--- config.mk ---
export PLATFORM = sky130hd
export DESIGN_NAME = mlp_stream_sequencer
export DESIGN_NICKNAME = d
export VERILOG_FILES = /design/src/rtl/mlp_stream_sequencer.sv
export SDC_FILE = /design/constraint.sdc
export NUM_CORES = 2
export LEC_CHECK = 0
export ABC_AREA = 1
export CAP_MARGIN = 0
export CORE_MARGIN = 3
export CORE_UTILIZATION = 35
export DETAILED_ROUTE_END_ITERATION = 8
export PLACE_DENSITY_LB_ADDON = 0.1
export SYNTH_ARGS = -nofsm -noshare
export SYNTH_HDL_FRONTEND = slang
export SYNTH_SLANG_ARGS = --single-unit
--- constraint.sdc ---
create_clock -name clk -period 3.2 [get_ports clk]
set_input_delay 0.96 -clock clk [delete_from_list [all_inputs] [get_ports clk]]
set_output_delay 0.96 -clock clk [all_outputs]
set_load 0.02 [all_outputs]
--- src/rtl/mlp_stream_sequencer.sv ---
// mlp_stream_sequencer: assembles activation and weight rows from a beat
// stream using internal row/beat/layer counters, hands weight rows to the
// compute array, then drains the result matrix as a backpressured stream.
//
// state    | meaning
// ---------+-----------------------------------------------------------
// IDLE     | waiting for start_i
// LOAD0    | layer 0: per row, BPR activation beats then BPR weight beats
// LOADW    | layers 1..L-1: BPR weight beats per row
// WAIT_CMP | load finished, waiting for cmp_done_i
// DRAIN    | reading result rows and emitting them as beats
module mlp_stream_sequencer #(
  parameter int N      = 16,
  parameter int DW     = 16,
  parameter int LANES  = 2,
  parameter int LAYERS = 8
) (
  input  logic                           clk,
  input  logic                           rst_n,
  input  logic                           start_i,
  input  logic [$clog2(LAYERS+1)-1:0]    cfg_layers_i,
  input  logic                           in_valid_i,
  output logic                           in_ready_o,
  input  logic                           in_type_i,
  input  logic [LANES*DW-1:0]            in_payload_i,
  output logic                           act_we_o,
  output logic [$clog2(N)-1:0]           act_row_o,
  output logic [N*DW-1:0]                act_data_o,
  output logic                           w_valid_o,
  input  logic                           w_ready_i,
  output logic [N*DW-1:0]                w_row_o,
  output logic [$clog2(N)-1:0]           w_idx_o,
  output logic [$clog2(LAYERS)-1:0]      w_layer_o,
  input  logic                           cmp_done_i,
  output logic                           res_rd_en_o,
  output logic [$clog2(N)-1:0]           res_rd_row_o,
  input  logic [N*DW-1:0]                res_rd_data_i,
  output logic                           res_valid_o,
  input  logic                           res_ready_i,
  output logic [LANES*DW-1:0]            res_payload_o,
  output logic                           res_last_o,
  output logic                           busy_o,
  output logic                           err_o
);

  localparam int BPR    = N / LANES;
  localparam int BEAT_W = LANES * DW;
  localparam int BW     = (BPR > 1) ? $clog2(BPR) : 1;
  localparam int RW     = $clog2(N);
  localparam int LW     = $clog2(LAYERS);
  localparam int CW     = $clog2(LAYERS + 1);

  localparam logic [BW-1:0] BEAT_LAST = BW'(BPR - 1);
  localparam logic [RW-1:0] ROW_LAST  = RW'(N - 1);

  typedef enum logic [2:0] {
    S_IDLE,
    S_LOAD0,
    S_LOADW,
    S_WAIT_CMP,
    S_DRAIN
  } state_t;

  state_t          state;
  logic [BW-1:0]   beat_cnt;
  logic [RW-1:0]   row_cnt;
  logic [LW-1:0]   layer_cnt;
  logic [CW-1:0]   layers_left;
  logic            phase_act;
  logic            load_done;
  logic [N*DW-1:0] asm_q;
  logic [N*DW-1:0] asm_next;
  logic [N*DW-1:0] drain_buf;
  logic            rd_pend;
  logic [RW-1:0]   drain_row;
  logic [BW-1:0]   drain_beat;
  logic [BW-1:0]   drain_beat_nx;
  logic [BEAT_W-1:0] drain_slice_nx;
  logic [CW-1:0]   cfg_clamped;

  logic in_load, accept, exp_type, type_ok, w_hs, res_hs, final_layer;

  assign in_load     = (state == S_LOAD0) || (state == S_LOADW);
  assign in_ready_o  = in_load && !load_done && !(w_valid_o && !w_ready_i);
  assign busy_o      = (state != S_IDLE);
  assign accept      = in_valid_i && in_ready_o;
  assign exp_type    = (state == S_LOAD0) && phase_act;
  assign type_ok     = (in_type_i == exp_type);
  assign w_hs        = w_valid_o && w_ready_i;
  assign res_hs      = res_valid_o && res_ready_i;
  // layers_left counts down to zero on the final layer
  assign final_layer = (layers_left == '0);

  // Row assembly buffer with the current beat merged in at its lane slot
  always_comb begin
    asm_next = asm_q;
    asm_next[int'(beat_cnt)*BEAT_W +: BEAT_W] = in_payload_i;
  end

  // Clamp requested layer count into 1..LAYERS
  always_comb begin
    cfg_clamped = cfg_layers_i;
    if (cfg_layers_i == '0)
      cfg_clamped = CW'(1);
    else if (cfg_layers_i > CW'(LAYERS))
      cfg_clamped = CW'(LAYERS);
  end

  // Next result beat slice out of the captured row
  always_comb begin
    drain_beat_nx  = drain_beat + 1'b1;
    drain_slice_nx = drain_buf[int'(drain_beat_nx)*BEAT_W +: BEAT_W];
  end

  // Sequencer FSM with all counters and registered outputs
  always_ff @(posedge clk) begin
    if (!rst_n) begin
      state         <= S_IDLE;
      beat_cnt      <= '0;
      row_cnt       <= '0;
      layer_cnt     <= '0;
      layers_left   <= '0;
      phase_act     <= 1'b0;
      load_done     <= 1'b0;
      asm_q         <= '0;
      drain_buf     <= '0;
      rd_pend       <= 1'b0;
      drain_row     <= '0;
      drain_beat    <= '0;
      act_we_o      <= 1'b0;
      act_row_o     <= '0;
      act_data_o    <= '0;
      w_valid_o     <= 1'b0;
      w_row_o       <= '0;
      w_idx_o       <= '0;
      w_layer_o     <= '0;
      res_rd_en_o   <= 1'b0;
      res_rd_row_o  <= '0;
      res_valid_o   <= 1'b0;
      res_payload_o <= '0;
      res_last_o    <= 1'b0;
      err_o         <= 1'b0;
    end else begin
      act_we_o    <= 1'b0;
      res_rd_en_o <= 1'b0;
      rd_pend     <= res_rd_en_o;
      case (state)
        S_IDLE: begin
          if (start_i) begin
            err_o       <= 1'b0;
            layers_left <= cfg_clamped - 1'b1;
            beat_cnt    <= '0;
            row_cnt     <= '0;
            layer_cnt   <= '0;
            phase_act   <= 1'b1;
            load_done   <= 1'b0;
            state       <= S_LOAD0;
          end
        end
        S_LOAD0, S_LOADW: begin
          if (w_hs) w_valid_o <= 1'b0;
          // load_done blocks further beats, so the handoff is the last event
          if (w_hs && load_done) begin
            load_done <= 1'b0;
            state     <= S_WAIT_CMP;
          end
          if (accept) begin
            if (!type_ok) begin
              err_o <= 1'b1;
            end else begin
              asm_q <= asm_next;
              if (beat_cnt != BEAT_LAST) begin
                beat_cnt <= beat_cnt + 1'b1;
              end else begin
                beat_cnt <= '0;
                if (exp_type) begin
                  act_we_o   <= 1'b1;
                  act_row_o  <= row_cnt;
                  act_data_o <= asm_next;
                  phase_act  <= 1'b0;
                end else begin
                  w_valid_o <= 1'b1;
                  w_row_o   <= asm_next;
                  w_idx_o   <= row_cnt;
                  w_layer_o <= layer_cnt;
                  if (row_cnt != ROW_LAST) begin
                    row_cnt   <= row_cnt + 1'b1;
                    phase_act <= (state == S_LOAD0);
                  end else begin
                    row_cnt   <= '0;
                    phase_act <= 1'b0;
                    if (final_layer) begin
                      load_done <= 1'b1;
                    end else begin
                      layer_cnt   <= layer_cnt + 1'b1;
                      layers_left <= layers_left - 1'b1;
                      state       <= S_LOADW;
                    end
                  end
                end
              end
            end
          end
        end
        S_WAIT_CMP: begin
          if (cmp_done_i) begin
            drain_row    <= '0;
            drain_beat   <= '0;
            res_rd_en_o  <= 1'b1;
            res_rd_row_o <= '0;
            state        <= S_DRAIN;
          end
        end
        S_DRAIN: begin
          if (rd_pend) begin
            drain_buf     <= res_rd_data_i;
            drain_beat    <= '0;
            res_valid_o   <= 1'b1;
            res_payload_o <= res_rd_data_i[BEAT_W-1:0];
            res_last_o    <= (drain_row == ROW_LAST) && (BPR == 1);
          end else if (res_hs) begin
            if (drain_beat != BEAT_LAST) begin
              drain_beat    <= drain_beat_nx;
              res_payload_o <= drain_slice_nx;
              res_last_o    <= (drain_row == ROW_LAST) && (drain_beat_nx == BEAT_LAST);
            end else begin
              res_valid_o <= 1'b0;
              res_last_o  <= 1'b0;
              drain_beat  <= '0;
              if (drain_row == ROW_LAST) begin
                state <= S_IDLE;
              end else begin
                drain_row    <= drain_row + 1'b1;
                res_rd_en_o  <= 1'b1;
                res_rd_row_o <= drain_row + 1'b1;
              end
            end
          end
        end
        default: state <= S_IDLE;
      endcase
    end
  end

endmodule

Word-level counts from Yosys, hierarchy flattened
Cells that the tools add are included.
{"block": "totals", "regBits": 1100, "in_bits": 300, "out_inout_bits": 567, "word_cells": 202}
{"block": "op_classes", "n_addsub": 8, "order_cmp": 1, "n_eq_ne": 26, "shift": 3, "mux": 95, "bitwise": 6, "n_reduce_logical": 39}
{"cell": "256-bit bitwise mux", "n": 1}
{"cell": "32-bit by 33-bit variable shift with 256-bit output (first input constant)", "n": 1}
{"cell": "256-bit by 9-bit variable part select with 32-bit output", "n": 1}
{"cell": "32-bit by 33-bit variable part select with 256-bit output", "n": 1}
{"cell": "32-bit 2-to-1 mux", "n": 3}
{"cell": "3-bit 2-to-1 mux", "n": 27}
{"cell": "4-bit 2-to-1 mux", "n": 20}
{"cell": "1-bit 2-to-1 mux", "n": 33}
{"cell": "8-bit negation with 33-bit output", "n": 1}
{"cell": "2-bit inequality test (second input constant)", "n": 15}
{"cell": "4-bit case mux with 2 select lines", "n": 3}
{"cell": "3-bit case mux with 2 select lines", "n": 3}
{"cell": "6-bit AND reduction", "n": 3}
{"cell": "5-bit AND reduction", "n": 3}
{"cell": "3-bit case mux with 4 select lines", "n": 1}
{"cell": "3-bit AND reduction", "n": 4}
{"cell": "3-bit by 1-bit adder with 3-bit output (second input constant)", "n": 3}
{"cell": "1-bit logical AND", "n": 9}
{"cell": "3-bit inequality test (second input constant)", "n": 3}
{"cell": "4-bit by 1-bit adder with 4-bit output (second input constant)", "n": 2}
{"cell": "4-bit zero test", "n": 2}
{"cell": "1-bit case mux with 2 select lines", "n": 4}
{"cell": "4-bit AND reduction", "n": 2}
{"cell": "8-bit AND reduction", "n": 1}
{"cell": "17 further kinds", "n": 32}

Depth between registers and ports, before layout
{"block": "depth", "ltp_word": 10, "ltp_mapped": 14, "depth_no_buf": 11}

Worst setup path before layout
No wires, ideal clock.
{"block": "synth_timing", "path_kind": "input to output", "start": "in w_ready_i", "end": "out in_ready_o", "arrival_time_ns": 1.407, "required_time_ns": 2.240, "path_slack_ns": 0.833, "stages": 4, "n_path_buf": 0, "cell_sequence": "inv_1 -> nand2_1 -> nand2_1 -> nor2_1"}
{"block": "synth_via", "elab_chain_len": 4}
{"element": "start, declared", "line": "30", "rtl": "input logic w_ready_i,"}
{"element": "1-bit zero test", "line": "84", "rtl": "assign in_ready_o = in_load && !load_done && !(w_valid_o && !w_ready_i);"}
{"element": "1-bit logical AND", "line": "84"}
{"element": "1-bit zero test", "line": "84"}
{"element": "1-bit logical AND", "line": "84"}
{"element": "end, declared", "line": "23", "rtl": "output logic in_ready_o,"}
No other way between the ends.

Worst setup path after layout
Same ends and word-level chain as after synthesis.

==> results.tsv <==
metric	value	unit
status	completed	
holdWs	0.445	ns
synthTopCellsByArea	dfxtp_1, a21oi_1, o21ai_0	
post_cts_buffers	0	
drive_gt1_share	6.45	%
worstMarginPinSlew	0.914	ns
relSlewSlack	39.0	%
die_height	362	µm
p_leak	23.1	nW
first_global_vias	39400	
finClkSkew	0.0287	ns
cts_buffer_depth	3	
crit_chain	clkdlybuf4s50_1 > inv_1 > nand2_1 > nand2_1 > nor2_1 > clkdlybuf4s15_1	
syn-num-nets	6265	
setup_viol	0	
via_per_inst	5.06	
clk_latency	0.73	ns
yosysTopAreaCell	dfxtp_1	
syn_inst	5953	
wl	182000	µm
die-area	131000	µm²
grt_usage	26.7	%
cellPowerDensity	526	nW/µm²
syn_area_per_cell	7.46	µm²
grt_max_degree	109	
synth-seq-cells	1100	
vias	42600	
nets	6977	
ys.warnings.count	0	
antenna_found_initial	18	
io_buffer_count	866	
critPathBufInv	3	
cp_data_required_time	2.24	ns
grt_pass1_wl	264000	µm
antenna_left	0	
drt-wirelength-per-cell	21.7	µm
synth.distinct_cells	40	
timing.final.crit_share	96.9	%
post-place-ws	-0.216	ns
cp-start-kind	primary input	
hpwl	131000	µm
ios	867	
fill_cells	12400	
cp.arrival	2.14	ns
dp_cells	8183	
core_area	126000	µm²
layout_common_cells	dfxtp_1, a21oi_1, o21ai_0	
drt_iter0_drc	3311	
fin_crit	3.10	ns
power	0.0313	W
layout_commonest_cell	dfxtp_1	
multi_input_area	17800	µm²
clkSlewWorstSetupHoldPaths	0.06	ns
max_cap_violations	0	
start_util	35.3	%
remaining_drc_errors	0	
synth-seq-area-share	49.6	%
cp_max_fo	2	
critical_path.most_common_cell	nand2_1	
end_kind	output port	
fmax	323	MHz
cts-root-buf	clkbuf_16	
tritoncts	built	
area_growth	34.1	%
place.gp.congestion	0.883	
hold_path_class	register to register	
drv_slew	0	
rows	130	
tns	0	ns
netlist_area	44400	µm²
grt_overflow	0	
fin_cells	8418	
die_width	362	µm
dr.pass1.iters	6	
ctsHtreeMaxLevel	4	
synth_top_area_share	49.6	%
setup.worst_path.class	primary input to output port	
cts_sinks	1100	
cp_slowest_cell	clkdlybuf4s50_1	
vdd_drop_max	0.483	mV
slowest_delay	0.50	ns
worst_slack	0.101	ns
cpLargestDelayFamily	buffers and inverters	
regArea	22000	µm²
finalHoldViolCount	0	
cts_buffers	130	
grt_setup_unrepaired	false	
## final timing paths
kind                                     from  slack, ns         endpoint  cells after the start
worst max-delay path                w_ready_i       0.10       in_ready_o                      6
worst min-delay path            act_data_o[5]       0.44    act_data_o[5]                      2
worst max register to register    beat_cnt[0]       0.44  act_data_o[195]                     12
worst min register to register  act_data_o[5]       0.44    act_data_o[5]                      2
## where the power goes
group	total, W	internal, W	switching, W
Sequential	0.0140	0.0139	0.0000925
Combinational	0.00284	0.000970	0.00187
Clock	0.0145	0.00852	0.00594
Total	0.0313	0.0234	0.00791
## per-stage QoR
step                area [µm²]  util, %
floorplan                44400        -
global placement         55400     44.1
detailed placement       55400     44.1
CTS                      59500     47.3
global route             59500     47.4
finish                   59500     47.4
## worst register-to-register path: stages, from the launching register on
cell     delay, ns
dfxtp_1       0.33
inv_1         0.09
ha_1          0.21
ha_1          0.24
nor2_4        0.10
nand2_1       0.12
inv_2         0.11
buf_4         0.29
nand2_2       0.07
buf_4         0.30
o21ai_0       0.52
o21ai_0       0.21
a21oi_1       0.14
## logic make-up (layout without fill, tap and decap cells)
kind of cell	count (synthesis)	after routing	share of synthesized area (%)
compound gates	2260	2260	27.0
simple gates	1383	1383	12.5
buf+inv	1197	2000	10.6
flops	1100	1100	49.6
fa+ha+maj	12	12	0.338
xor+xnor	1	1	0.0197
other cells	0	12	0
## layout make-up
class / instances / area share [%]
flip-flops and latches: 1100 / 37.0
clock inverters: 28 / 0.437
repair buffers: 1047 / 18.1
inverters: 730 / 4.61
multi-input cells: 3656 / 29.8
well taps: 1650 / 3.47
diodes: 12 / 0.0504
clock buffers: 195 / 6.47
## state kept, by name (all words and copies together) (netlist names), 3 cells and up
register,cells
drain_buf,256
act_row_o,4
w_idx_o,4
res_payload_o,32
row_cnt,4
asm_q,256
act_data_o,256
w_layer_o,3
drain_beat,3
layers_left,4
state,3
w_row_o,256
drain_row,4
beat_cnt,3
layer_cnt,3
## layer usage
layer | GRT usage (%) | up-vias | wire, µm
met4 | 10.1 | 4 | 6910
met3 | 6.60 | 274 | 13300
met2 | 41.3 | 1312 | 80300
li1 | - | 21000 | -
met1 | 35.9 | 20100 | 81800
met5 | 0 | - | 22
## synthesized netlist by cell type
library cell and number:
o211ai_1 45, nor4_4 1, nor2_2 5, nor2_8 1, nand3_1 165, buf_1 18
buf_2 132, o21ai_1 69, o21ai_0 921, and2_1 2, dfxtp_1 1100, nor3_1 6
nor4_1 1, o31ai_1 12, a211oi_2 8, a211oi_1 19, clkbuf_1 304, nor3_4 1
a21oi_2 1, a21oi_1 1032, buf_6 1, nand3_4 1, clkbuf_2 1, nand2_1 863
inv_2 23, nor2_4 1, xor2_1 1, nand3_2 1, nand4_4 1, buf_4 11
nand2_2 3, o211a_1 20, ha_1 12, nand4_1 3, clkinv_1 1, inv_1 706
o21a_1 131, nor3b_1 1, a31oi_1 2, nor2_1 327
## repair_timing
item,4_1_cts,5_1_grt
resized for setup,1,2
setup endpoints to repair,1,2
endpoints found under the hold margin,0,0
hold buffers,0,0
gates cloned,0,0
No activity file was read; power rests on OpenSTA's default activity.
